**src/rtl/next_pc_predictor_pkg.sv**
```systemverilog
// Shared constants for the fetch next-PC predictor: BTB geometry defaults,
// 2-bit counter encodings and the sequential PC step.
package next_pc_predictor_pkg;

  localparam int IDX_W_DEF = 4;
  localparam int TAG_W_DEF = 30 - IDX_W_DEF;

  typedef enum logic [1:0] {
    CTR_SNT = 2'b00,
    CTR_WNT = 2'b01,
    CTR_WT  = 2'b10,
    CTR_ST  = 2'b11
  } ctr_e;

  localparam logic [31:0] PC_INC  = 32'd4;
  localparam ctr_e        CTR_RST = CTR_WNT;

endpackage

```
**src/rtl/next_pc_predictor_btb_table.sv**
```systemverilog
// Direct-mapped BTB storage: combinational reads, one synchronous write port.
// Read latency 0 cycles; write visible the cycle after the edge.
// No backpressure; reset clears valid bits and re-arms counters to weakly-not-taken.
module btb_table
  import next_pc_predictor_pkg::*;
#(
  parameter int ENTRIES = 16,
  parameter int IDX_W   = IDX_W_DEF,
  parameter int TAG_W   = TAG_W_DEF
) (
  input  logic             clk_i,
  input  logic             rst_i,
  input  logic [IDX_W-1:0] rd_idx,
  output logic             rd_valid,
  output logic [TAG_W-1:0] rd_tag,
  output logic [31:0]      rd_target,
  output logic [1:0]       rd_ctr,
  input  logic [IDX_W-1:0] up_idx,
  output logic             up_valid,
  output logic [TAG_W-1:0] up_tag,
  output logic [31:0]      up_target,
  output logic [1:0]       up_ctr,
  input  logic             wr_en,
  input  logic [IDX_W-1:0] wr_idx,
  input  logic [TAG_W-1:0] wr_tag,
  input  logic [31:0]      wr_target,
  input  logic [1:0]       wr_ctr
);

  logic [ENTRIES-1:0] valid_q;
  logic [TAG_W-1:0]   tag_q    [ENTRIES];
  logic [31:0]        target_q [ENTRIES];
  logic [1:0]         ctr_q    [ENTRIES];

  // Fetch lookup port and the EX-update read-modify-write port.
  assign rd_valid  = valid_q[rd_idx];
  assign rd_tag    = tag_q[rd_idx];
  assign rd_target = target_q[rd_idx];
  assign rd_ctr    = ctr_q[rd_idx];

  assign up_valid  = valid_q[up_idx];
  assign up_tag    = tag_q[up_idx];
  assign up_target = target_q[up_idx];
  assign up_ctr    = ctr_q[up_idx];

  always_ff @(posedge clk_i) begin
    if (rst_i) begin
      valid_q <= '0;
      for (int i = 0; i < ENTRIES; i++) ctr_q[i] <= CTR_RST;
    end else if (wr_en) begin
      valid_q[wr_idx]  <= 1'b1;
      tag_q[wr_idx]    <= wr_tag;
      target_q[wr_idx] <= wr_target;
      ctr_q[wr_idx]    <= wr_ctr;
    end
  end

endmodule

```
**src/rtl/next_pc_predictor.sv**
```systemverilog
// Fetch next-PC generator: BTB prediction, mispredict redirect and flush request.
// Lookup and redirect are combinational (0 cycles); table writes land next cycle.
// A redirect raised under stall_i is held until the first unstalled edge.
module next_pc_predictor
  import next_pc_predictor_pkg::*;
#(
  parameter int ENTRIES = 16,
  parameter int IDX_W   = IDX_W_DEF
) (
  input  logic        clk_i,
  input  logic        rst_i,
  input  logic        stall_i,
  input  logic [31:0] pc_i,
  output logic [31:0] pred_pc_o,
  output logic        pred_taken_o,
  input  logic        upd_valid_i,
  input  logic [31:0] upd_pc_i,
  input  logic        upd_taken_i,
  input  logic [31:0] upd_target_i,
  input  logic [31:0] upd_pred_pc_i,
  output logic        flush_o
);

  localparam int TAG_W = 30 - IDX_W;

  logic             lk_valid, up_valid;
  logic [TAG_W-1:0] lk_tag, up_tag, wr_tag;
  logic [31:0]      lk_target, up_target, wr_target;
  logic [1:0]       lk_ctr, up_ctr, wr_ctr;
  logic             wr_en, up_hit, lk_hit;
  logic [31:0]      actual_pc, seq_pc;
  logic             mispredict;
  logic             pend_valid;
  logic [31:0]      pend_pc;

  btb_table #(.ENTRIES(ENTRIES), .IDX_W(IDX_W), .TAG_W(TAG_W)) u_btb (
    .clk_i     (clk_i),
    .rst_i     (rst_i),
    .rd_idx    (pc_i[IDX_W+1:2]),
    .rd_valid  (lk_valid),
    .rd_tag    (lk_tag),
    .rd_target (lk_target),
    .rd_ctr    (lk_ctr),
    .up_idx    (upd_pc_i[IDX_W+1:2]),
    .up_valid  (up_valid),
    .up_tag    (up_tag),
    .up_target (up_target),
    .up_ctr    (up_ctr),
    .wr_en     (wr_en),
    .wr_idx    (upd_pc_i[IDX_W+1:2]),
    .wr_tag    (wr_tag),
    .wr_target (wr_target),
    .wr_ctr    (wr_ctr)
  );

  assign seq_pc     = pc_i + PC_INC;
  assign actual_pc  = upd_taken_i ? upd_target_i : upd_pc_i + PC_INC;
  assign mispredict = upd_valid_i && (actual_pc != upd_pred_pc_i);
  assign lk_hit     = lk_valid && (lk_tag == pc_i[31:IDX_W+2]);
  assign up_hit     = up_valid && (up_tag == upd_pc_i[31:IDX_W+2]);

  // Not-taken misses leave the table alone so cold code never pollutes it.
  always_comb begin
    wr_en     = upd_valid_i && (up_hit || upd_taken_i);
    wr_tag    = upd_pc_i[31:IDX_W+2];
    wr_target = (up_hit && !upd_taken_i) ? up_target : upd_target_i;
    wr_ctr    = CTR_WT;
    if (up_hit) begin
      if (upd_taken_i) wr_ctr = (up_ctr == CTR_ST)  ? CTR_ST  : up_ctr + 2'd1;
      else             wr_ctr = (up_ctr == CTR_SNT) ? CTR_SNT : up_ctr - 2'd1;
    end
  end

  // A fresh mispredict outranks an older held redirect.
  always_comb begin
    pred_pc_o    = seq_pc;
    pred_taken_o = 1'b0;
    flush_o      = 1'b0;
    if (mispredict) begin
      pred_pc_o = actual_pc;
      flush_o   = 1'b1;
    end else if (pend_valid) begin
      pred_pc_o = pend_pc;
      flush_o   = 1'b1;
    end else if (lk_hit && lk_ctr[1]) begin
      pred_pc_o    = lk_target;
      pred_taken_o = 1'b1;
    end
  end

  always_ff @(posedge clk_i) begin
    if (rst_i) begin
      pend_valid <= 1'b0;
    end else if (mispredict && stall_i) begin
      pend_valid <= 1'b1;
      pend_pc    <= actual_pc;
    end else if (!stall_i) begin
      pend_valid <= 1'b0;
    end
  end

endmodule
```
**config.mk**
```make
export PLATFORM = sky130hd
export DESIGN_NAME = next_pc_predictor
export DESIGN_NICKNAME = d
export VERILOG_FILES = /design/src/rtl/next_pc_predictor_pkg.sv /design/src/rtl/next_pc_predictor_btb_table.sv /design/src/rtl/next_pc_predictor.sv
export SDC_FILE = /design/constraint.sdc
export NUM_CORES = 1
export LEC_CHECK = 0
export BUFFER_PORTS_ARGS = -buffer_cell sky130_fd_sc_hd__buf_2
export CELL_PAD_IN_SITES_DETAIL_PLACEMENT = 0
export CELL_PAD_IN_SITES_GLOBAL_PLACEMENT = 1
export CORE_MARGIN = 5
export CORE_UTILIZATION = 50
export DETAILED_ROUTE_END_ITERATION = 10
export GPL_TIMING_DRIVEN = 0
export PLACE_DENSITY = 0.76
export SLEW_MARGIN = 10
export SYNTH_ARGS = -nofsm -noshare
export SYNTH_HDL_FRONTEND = slang
export SYNTH_SLANG_ARGS = --single-unit
```
**constraint.sdc**
```tcl
create_clock -name clk_i -period 5.35 [get_ports clk_i]
set_input_delay 0.2675 -clock clk_i [delete_from_list [all_inputs] [get_ports clk_i]]
set_output_delay 0.2675 -clock clk_i [all_outputs]
set_load 0.02 [all_outputs]
```
# Word level (Yosys, flattened, before mapping)
# Memories as Yosys holds them, arrays and structs flattened.
# Cells that the tools add are included.
# W data, S select, Z words.
[op_classes]
reduce_logical = 14
n_eq_ne = 6
mux = 30
bitwise = 2
magnitude_cmp = 3
addsub = 4
[ops]
columns = ["cell", "n"]
rows = [
  ["$mux W32", 5],
  ["$add A32 B3 Y32 const B", 2],
  ["$eq A26 B26 Y1", 2],
  ["$ne A32 B32 Y1", 1],
  ["$mux W1", 16],
  ["$or A16 B16 Y16", 1],
  ["$lt A4 B5 Y1 const B", 2],
  ["$mux W2", 5],
  ["$bmux W1 S4", 2],
  ["$logic_and A1 B1 Y1", 8],
  ["$demux W1 S4", 1],
  ["$ge A4 B1 Y1 const B", 1],
  ["$mux W4", 1],
  ["$reduce_and A2 Y1", 2],
  ["$add A2 B1 Y2 const B", 1],
  ["$eq A2 B2 Y1 const B", 1],
  ["$logic_not A2 Y1", 1],
  ["$ne A2 B1 Y1 const B", 1],
  ["$reduce_or A2 Y1", 1],
  ["$sub A2 B1 Y2 const B", 1],
  ["$logic_not A1 Y1", 1],
  ["$logic_or A1 B1 Y1", 1],
  ["$ne A1 B1 Y1 const B", 1],
  ["$not A1 Y1", 1],
]
[word_totals]
in_bits = 133
output_inout_bits = 34
mem_bits_rw = 960
memories = 3
word_cells = 65
reg_bits = 49
[memory_table]
columns = ["memory", "words", "word_bits", "read_ports", "rd_clocked_by_memory_dff", "write_ports", "line", "source"]
rows = [
  ["u_btb.target_q", 16, 32, 1, 0, 1, "next_pc_predictor_btb_table.sv:32", "logic [31:0] target_q [ENTRIES];"],
  ["u_btb.tag_q", 16, 26, 2, 0, 1, "next_pc_predictor_btb_table.sv:31", "logic [TAG_W-1:0] tag_q [ENTRIES];"],
  ["u_btb.ctr_q", 16, 2, 2, 0, 16, "next_pc_predictor_btb_table.sv:33", "logic [1:0] ctr_q [ENTRIES];"],
]

# Depth between registers and ports, before layout
# Gate-level depths: netlist of the first run.
[depth]
ltp_word = 10
mapped_depth = 17

# By module
# A second synthesis of the first run with hierarchy kept.
[unflattened]
hier_cells = 2801
area_unflattened_um2 = 49593.8
[by_module_without_submodules]
columns = ["module", "area_per_inst_um2", "seq_area_each_um2", "cells_per_inst", "instances"]
rows = [
  ["btb_table", 43984.7, 29148.0, 2113, 1],
  ["next_pc_predictor", 5609.1, 980.9, 688, 1],
]

# Worst setup path before layout of the first run
# OpenSTA, ideal clock, no wires.
[synth_path]
path_kind = "input-to-reg"
start = "input upd_pc_i[2]"
end = "memory u_btb.tag_q[0][0] (netlist bit), enable pin"
n_path_buf = 6
cell_stages = 14
setup_ns = 0.409
required_ns = 4.941
arrival_ns = 4.191
slack_ns = 0.750
path_cell_list = "buf_4 buf_6 buf_4 buf_2 mux4_2 mux4_2 xnor2_1 nand4_1 nor2_1 and3_1 nor2_1 buf_4 buf_2 nor2_1"
[synth_between]
elab_chain_cells = 8
[synth_lines]
columns = ["item", "line", "source"]
rows = [
  ["start, declared", "next_pc_predictor.sv:17", "input logic [31:0] upd_pc_i,"],
  ["$mem_v2 Z16 W26 / $bmux W1 S4 (equally long branches)", "n/a", ""],
  ["$eq A26 B26 Y1 / $mux W1 (equally long branches)", "next_pc_predictor.sv:60, next_pc_predictor_btb_table.sv:41", ""],
  ["$logic_and A1 B1 Y1", "next_pc_predictor.sv:60", "assign up_hit = up_valid && (up_tag == upd_pc_i[31:IDX_W+2]);"],
  ["$logic_or A1 B1 Y1", "next_pc_predictor.sv:64", "wr_en = upd_valid_i && (up_hit || upd_taken_i);"],
  ["$logic_and A1 B1 Y1", "next_pc_predictor.sv:64", ""],
  ["$mux W1", "next_pc_predictor_btb_table.sv:50", "end else if (wr_en) begin"],
  ["$mux W1", "next_pc_predictor_btb_table.sv:47", "if (rst_i) begin"],
  ["$mux W1 (not written as such)", "next_pc_predictor_btb_table.sv:52", "tag_q[wr_idx] <= wr_tag;"],
  ["end, declared", "next_pc_predictor_btb_table.sv:31", ""],
]
# Several ways; a longest one is shown, not always the timed one. The select of a mux whose other input is x is not followed.

# Worst setup path after layout of the first run
[layout_path]
start = "input upd_pc_i[2]"
end = "memory u_btb.tag_q[5][23] (netlist bit), enable pin"
# The elaborated chain is that of the path after synthesis.

==> impl_results.md, run 1 <==
- Outcome: finished, violations left
- Crit-path max FO: 16
- DRT Wirelength: 164.3 mm
- Largest buffer count on any clock path: 3
- Die width: between 300 and 400 um
- Vias/cell: a little under 7
- Leak pwr: approximately 0.018 uW
- Crit Reg-Reg Startpoint: u_btb.tag_q[13][4]
- Largest net degree at the start of global routing: 33
- Share of post-route cells with drive strength above 1: between 30 and 40%
- Clk_skew: approximately 0.023 ns
- Worst-skew pair later-pin latency: a little over 0.7 ns
- Num Clock Sinks: between 1,000 and 1,500
- Max Cap Violations: 0
- Syn_nets: approximately 2,800
- Drt first pass iters: 5
- Clk pin slew, worst setup/hold paths: about 0.070 ns
- Final cell count without fillers: between 4,000 and 5,000
- Post-synth EDFFs: 992
- Max H-tree Level: 3
- Synth Instances: 2,617
- CTS tree: yes
- Area delta synth->final: 16.04%
- Synthesized flop and latch total: between 1,000 and 1,500
- Rows: about 110
- CTS Buf Count: between 100 and 150
- Sequential fraction of the synthesis area: between 60% and 70%
- Endpoint, Worst Hold: u_btb.target_q[2][5]
- Critical path class: in -> reg
- Starting density of the core: between 50% and 60%
- Final setup fails: 40
- Setup crit end kind: flip-flop
- Routability cong.: around 0.99
- WP data required: approximately 5.7 ns
- Slew @ Worst Pin: approximately 1.2 ns
- RSZ-0062 raised after global routing: yes
- DR iter-0 viols: approximately 4,200
- Ys async rst share: 0%
- Finished Core Util: roughly three fifths
- Violated checks: negative setup slack
- Final Hold Viols: 0
- Ys Warns: 0
- Pwr dens: ~330 mW/mm2
- Post-route ant nets: 0
- Via count of the routed design: 29,192
- Cell Area, Synth: approximately 0.047 mm2
- Most frequent cells in the layout: edfxtp_1 (992), mux4_2 (363), buf_2 (209)
- Vias in the first global route: 29,130
- CTS root buf: clkbuf_16
- DPL Wire Length: approximately 120 mm
- R2r worst-path depth: 11
- Critical Path AT: about 5.8 ns
- Commonest non-fill, non-tap cell in the layout: edfxtp_1
- Final WS setup: -0.05463 ns
- Wire per inst: about 38 um
- R2r endpoint: u_btb.tag_q[5][23]
- Worst hold-check path type: in -> reg
- Worst setup SP type: input port
- Predominant post-synthesis flop cell: edfxtp_1
- Hold Path Depth: 1
- Core Area: just over 0.09 mm2
- IR drop worst, VDD: 0.0003811 V
- Die height: roughly 320 um
- Slew margin rel.: 17.80%
- Placed insts: a little over 4,000
- Total GRT Usage: 32.83%
- Total congestion overflow: 0
- Post-synth cell types: between 90 and 100
- Port-buffer cells: between 150 and 200
- Final #Nets: between 3,000 and 4,000
- Avg Cell Area, Syn: roughly 18 um2
- FMAX: 185.0 MHz
- Die area: about 0.10 mm2
- First-pass GRT wire length: around 230 mm
- R2R Setup Slk: about 0.63 ns
- Period minus WS final: between 5 and 6 ns
- Hold path start: upd_target_i[5]
- I/O pin cnt: roughly 170
- Tot Pwr: ~18,000 uW
- Tcrit/Tclk final: 101.0%
- Number of antenna violations at the first check in global routing: 19
- Drt drc: 0
- Slew Viols, Final: 0
report_power, final:
part	leakage (uW)	internal, uW	switching (uW)
clock	0.00162	3960	3160
combinational	0.00680	630	1120
sequential	0.00910	8760	27.1
state kept, by name, indices dropped and copies added (netlist names):
name / count
pend_pc: 32
pend_valid: 1
u_btb.ctr_q: 32
u_btb.tag_q: 416
u_btb.target_q: 512
u_btb.valid_q: 16
through the flow:
step	TNS [ns]	worst slack, ns	hold WS (ns)	cell area [um2]
after floorplan	0	0.7504	0.3664	46670
after global placement	-2230.59	-3.874	0.4753	49030
after detailed placement	-606.98	-1.489	0.4844	49960
after CTS	0	0.0004601	0.0001069	53990
after global routing	-4.249	-0.1054	0.02454	54150
final	-0.9297	-0.05463	0.04105	54160
cells by family (layout without fill, tap and decap cells):
group	after synthesis	count (layout)	synth area share [%]
mux	517	517	20.86
simple gates	433	433	4.860
xor+xnor	133	133	2.557
compound gates	293	293	4.702
fa+ha+maj	5	5	0.1340
buf+inv	227	671	2.330
flops	1009	1009	64.55
other cells	0	6	0
Yosys cell counts (all sizes together) (6+ instances only):
cell,number,area [um2]
and2,10,62.56
a31oi,14,87.58
a221oi,9,91.34
inv,49,183.9
xor2,50,437.9
o21ai,43,215.2
or4,6,45.04
mux2,17,191.4
or2,9,56.30
or3,6,37.54
dfxtp,17,340.3
nor2,108,415.4
nand2b,25,156.4
edfxtp,992,29790
nand2,101,379.1
and3,11,68.82
and4,8,70.07
o22ai,22,137.6
a2111oi,8,88.83
o31ai,7,57.55
clkbuf,55,210.2
nor4,15,127.6
o21bai,16,120.1
a21oi,45,225.2
a22o,14,123.9
o211ai,8,60.06
nor3,24,151.4
o221ai,12,155.2
nor2b,12,75.07
mux2i,137,1371
xnor2,81,709.4
mux4,363,8175
nand4,25,192.7
nand3,56,280.3
a22oi,37,277.8
buf,122,689.4
worst max-delay path, cell delays in order:
cell and delay (ns):
buf_2 0.13, buf_4 0.21, buf_6 0.19, buf_4 0.27, buf_2 0.60, mux4_2 0.58, mux4_2 0.47, xnor2_1 0.50
nand4_1 0.32, nor2_2 0.53, and3_1 0.26, nor2_1 0.07, buf_4 0.20, buf_2 0.29, nor2_4 0.55, buf_12 0.28
cell type report:
type / count / area [um2]
diodes: 6 / 15.01
plain buffers: 175 / 963.4
clock buffers: 131 / 2796
clock inverters: 60 / 526.8
fillers: 6995 / 38890
inverters: 50 / 187.7
multi-input cells: 1381 / 15790
flip-flops and latches: 1009 / 30130
well taps: 1254 / 1569
repair buffers: 255 / 2182
how the worst max path moves through the flow:
stage	from	endpoint	slack [ns]	cells after the start
after floorplan	upd_pc_i[2]	u_btb.tag_q[0][0]	0.75	14
after global placement	upd_pc_i[5]	u_btb.tag_q[11][25]	-3.87	14
after detailed placement	upd_pc_i[5]	u_btb.tag_q[9][25]	-1.49	15
after CTS	upd_pc_i[5]	u_btb.tag_q[11][9]	0.0005	15
after global routing	upd_pc_i[2]	u_btb.tag_q[5][23]	-0.11	16
final	upd_pc_i[2]	u_btb.tag_q[5][23]	-0.05	16
metal layers:
layer | up-vias | share of wire (%) | track usage, % | routed length, um
li1 | 11553 | - | - | -
met1 | 15224 | 37 | 44.95 | 61240
met2 | 1989 | 47 | 51.54 | 76450
met3 | 414 | 11 | 7.662 | 18250
met4 | 12 | 5.0 | 13.65 | 8241
met5 | - | 0.043 | 0 | 71
repair_timing:
item / in CTS / in global routing
endpoints found under the hold margin: 691 / 0
endpoints found under the setup margin: 482 / 235
pin swaps: 12 / 6
gates resized for setup: 34 / 24
setup buffers: 11 / 7
hold buffers: 46 / 0
(Power assumes the default switching activity.)
==> run 2, diff against run 1 <==
--- a/config.mk
+++ b/config.mk
@@ -9,11 +9,13 @@
 export CELL_PAD_IN_SITES_DETAIL_PLACEMENT = 0
 export CELL_PAD_IN_SITES_GLOBAL_PLACEMENT = 1
 export CORE_MARGIN = 5
-export CORE_UTILIZATION = 50
+export CORE_UTILIZATION = 35
+export CTS_BUF_LIST = sky130_fd_sc_hd__clkbuf_2
 export DETAILED_ROUTE_END_ITERATION = 10
 export GPL_TIMING_DRIVEN = 0
-export PLACE_DENSITY = 0.76
+export PLACE_DENSITY = 0.57
 export SLEW_MARGIN = 10
 export SYNTH_ARGS = -nofsm -noshare
 export SYNTH_HDL_FRONTEND = slang
+export SYNTH_HIERARCHICAL = 1
 export SYNTH_SLANG_ARGS = --single-unit
==> run 2 against run 1 <==
Effect of this change: the run still ends with negative setup slack left; maximum frequency decreased by 3.5%; clock-buffer cell count increased by 280; sequential cell count unchanged; sequential share of layout area decreased by 4.5 points; register-to-register slack got worse by 0.63 ns; critical path type is now in -> out.
==> impl_results.md, run 2 <==
- Outcome: finished, violations left
- Violated checks: negative setup slack
- WP data required: 5.08 ns (-0.66 ns)
- Slew Viols, Final: 0 (unchanged)
- Max Cap Violations: 0 (unchanged)
- Top reg by flops: u_btb/target_q
- Setup_tns: -6.532 ns (-5.602 ns)
- DR iter-0 viols: 4,404 (+4.2%)
- Vias in the first global route: 34,493 (+18%)
- Largest registers: u_btb/target_q: 512 flops, u_btb/tag_q: 416 flops
- Clk pin slew, worst setup/hold paths: 0.10 ns (+0.03 ns)
- Area delta synth->final: 19.13%
- Final WS setup: -0.2481 ns (-0.1935 ns)
- Most frequent cells in the layout: edfxtp_1 (992), mux4_2 (484), clkbuf_2 (415)
- Die area: 0.1490 mm2 (+50%)
- RSZ-0062 raised after global routing: yes
- FMAX: 178.6 MHz (-3.5%)
- CTS tree: yes
- Setup crit end kind: primary output
- Core Area: 0.1411 mm2 (+52%)
- R2R Setup Slk: 0 ns (-0.63 ns)
- Tot Pwr: 16,590 uW (-6.1%)
- DPL Wire Length: 131.9 mm (+13%)
- Tcrit/Tclk final: 104.6% (+3.6 points)
- Die height: 386.0 um (+22%)
- Multi-input combinational cell area: 0.01848 mm2 (+17%)
- Max H-tree Level: 5 (+2)
- CTS Buf Count: 292 (+180%)
- Final Hold Viols: 0 (unchanged)
- Drt drc: 0 (unchanged)
- Wire per inst: 35.30 um (-7.1%)
- Syn_nets: 2,929 (+6.3%)
- Finished Core Util: 41.79% (-16 points)
- I/O pin cnt: 167 (unchanged)
- Crit-path max FO: 10 (-6)
- Starting density of the core: 35.08% (-15 points)
- Commonest non-fill, non-tap cell in the layout: edfxtp_1
- Vias/cell: 5.981 (-11%)
- Final setup fails: 57 (+43%)
- Slew margin rel.: 18.99% (+1.2 points)
- FF+latch area: 0.03013 mm2 (unchanged)
- Fillers: 12,924 (+85%)
- Die width: 386.0 um (+22%)
- Synth Instances: 2,794 (+6.8%)
- Num Clock Sinks: 1,009 (unchanged)
- Rows: 138 (+23%)
- Avg Cell Area, Syn: 17.71 um2 (-0.69%)
- Met2 GRT Util: 41.62% (-9.9 points)
- Port-buffer cells: 165 (+4.4%)
- First-pass GRT wire length: 269.2 mm (+19%)
- Pwr dens: 281.4 mW/mm2 (-14%)
- CTS root buf: clkbuf_2
- Total congestion overflow: 0 (unchanged)
- Critical Path AT: 5.33 ns (-0.46 ns)
- Critical Path Max Stage Delay: 0.95 ns (+0.35 ns)
- Largest register FFs: 512 (unchanged)
- Total GRT Usage: 26.18% (-6.7 points)
- Placed insts: 4,881 (+20%)
- Worst-skew pair later-pin latency: 1.69 ns (+0.98 ns)
- Critical path class: in -> out
- Critical-path cell list: buf_2 > buf_2 > clkbuf_1 > mux4_2 > a22oi_1 > nand2_1 > xor2_1 > or4_4 > nor3_4 > buf_12 > buf_12 > mux2i_4 > nor2_1 > a21oi_1 > mux2i_2 > buf_4
- IR drop worst, VDD: 0.0001743 V (-54%)
- CP bufs+invs: 6 (-2)
- Via count of the routed design: 33,619 (+15%)
- Gr busiest metal: met2
- Period minus WS final: 5.598 ns (+0.1935 ns)
- Ys Warns: 6 (+6)
- Drt first pass iters: 5 (unchanged)
- CP max stage cell: clkbuf_1
- Post-Place Setup Slack: -2.109 ns (-0.6202 ns)
- Top cell family by delay on the critical path: buffers and inverters
- Share of post-route cells with drive strength above 1: 37.20% (+6.4 points)
- Clk_skew: 0.2569 ns (+0.2339 ns)
- Met3 Track Usage GR: 6.153% (-1.5 points)
- Largest net degree at the start of global routing: 39 (+18%)
- Leak pwr: 0.01984 uW (+13%)
- Cell Area, Synth: 0.04948 mm2 (+6.0%)
- Worst setup SP type: input port
- Worst hold-check path type: in -> reg
- Number of antenna violations at the first check in global routing: 12 (-7)
- Routability cong.: 0.9314 (-6.4%)
- Post-route ant nets: 0 (unchanged)
- DRT Wirelength: 198.4 mm (+21%)
- Largest buffer count on any clock path: 4 (+1)
- Met1 Use GR: 35.44% (-9.5 points)
- Slew @ Worst Pin: 1.215 ns (-0.01799 ns)
- Final #Nets: 3,661 (+18%)
- Final cell count without fillers: 5,621 (+30%)
run 2: routing by layer:
metal  up-vias  routed length (um)
met5         -                   9
met4         2                6594
met3       369               20030
met2      2026               93090
met1     17846               78680
li1      13376                   -
run 2: metrics by stage:
stage | hold slack (ns) | instance area [um2]
global route | -0.02681 | 58930
detailed placement | 0.4647 | 53470
finish | 0.09024 | 58950
CTS | 0.0001689 | 58660
global placement | 0.4458 | 52680
floorplan | 0.3664 | 49490
run 2: worst reg2reg max path, cell delays in order, from the launching register on:
cell and delay, ns:
edfxtp_1 0.40, mux4_2 0.48, a22oi_1 0.40, nand2_1 0.18
xor2_1 0.18, or2_2 0.31, nor4bb_1 0.36, and3_1 0.22
nand4_1 0.10, buf_4 0.18, a21oi_4 0.29, nor4b_4 0.36
nand2_1 0.11, dlygate4sd3_1 0.67, inv_6 0.34, buf_16 0.28
run 2: area by class of cell:
type,count,share of cell area [%]
repair buffers,438,6.919
well taps,1890,4.011
inverters,41,0.3948
plain buffers,205,1.984
diodes,16,0.06792
flip-flops and latches,1009,51.11
multi-input cells,1538,31.35
repair inverters,1,0.01486
clock inverters,72,0.6579
clock buffers,411,3.489
run 2: where the power goes:
| part | switching [uW] | leakage, uW | internal, uW |
|---|---|---|---|
| logic | 1350 | 0.00885 | 837 |
| registers | 32.0 | 0.00909 | 8750 |
| clock network | 3390 | 0.00190 | 2240 |
| total | 4770 | 0.0198 | 11800 |
run 2: worst paths after layout:
check                            from                    end  depth (start not counted)
setup / recovery              pc_i[3]          pred_pc_o[30]                         16
hold / removal       upd_target_i[18]  u_btb/target_q[0][18]                          4
hold reg to reg     u_btb/valid_q[13]      u_btb/valid_q[13]                          1
setup reg to reg  u_btb/tag_q[11][14]     u_btb/tag_q[1][13]                         15
run 2: repair_timing:
item / 4_1_cts / 5_1_grt
pin swaps: 17 / 15
hold buffers: 215 / 1
buffers inserted: 17 / 7
gates resized for setup: 105 / 50
setup endpoints to repair: 529 / 563
hold endpoints to repair: 1998 / 1
cloned: 0 / 2
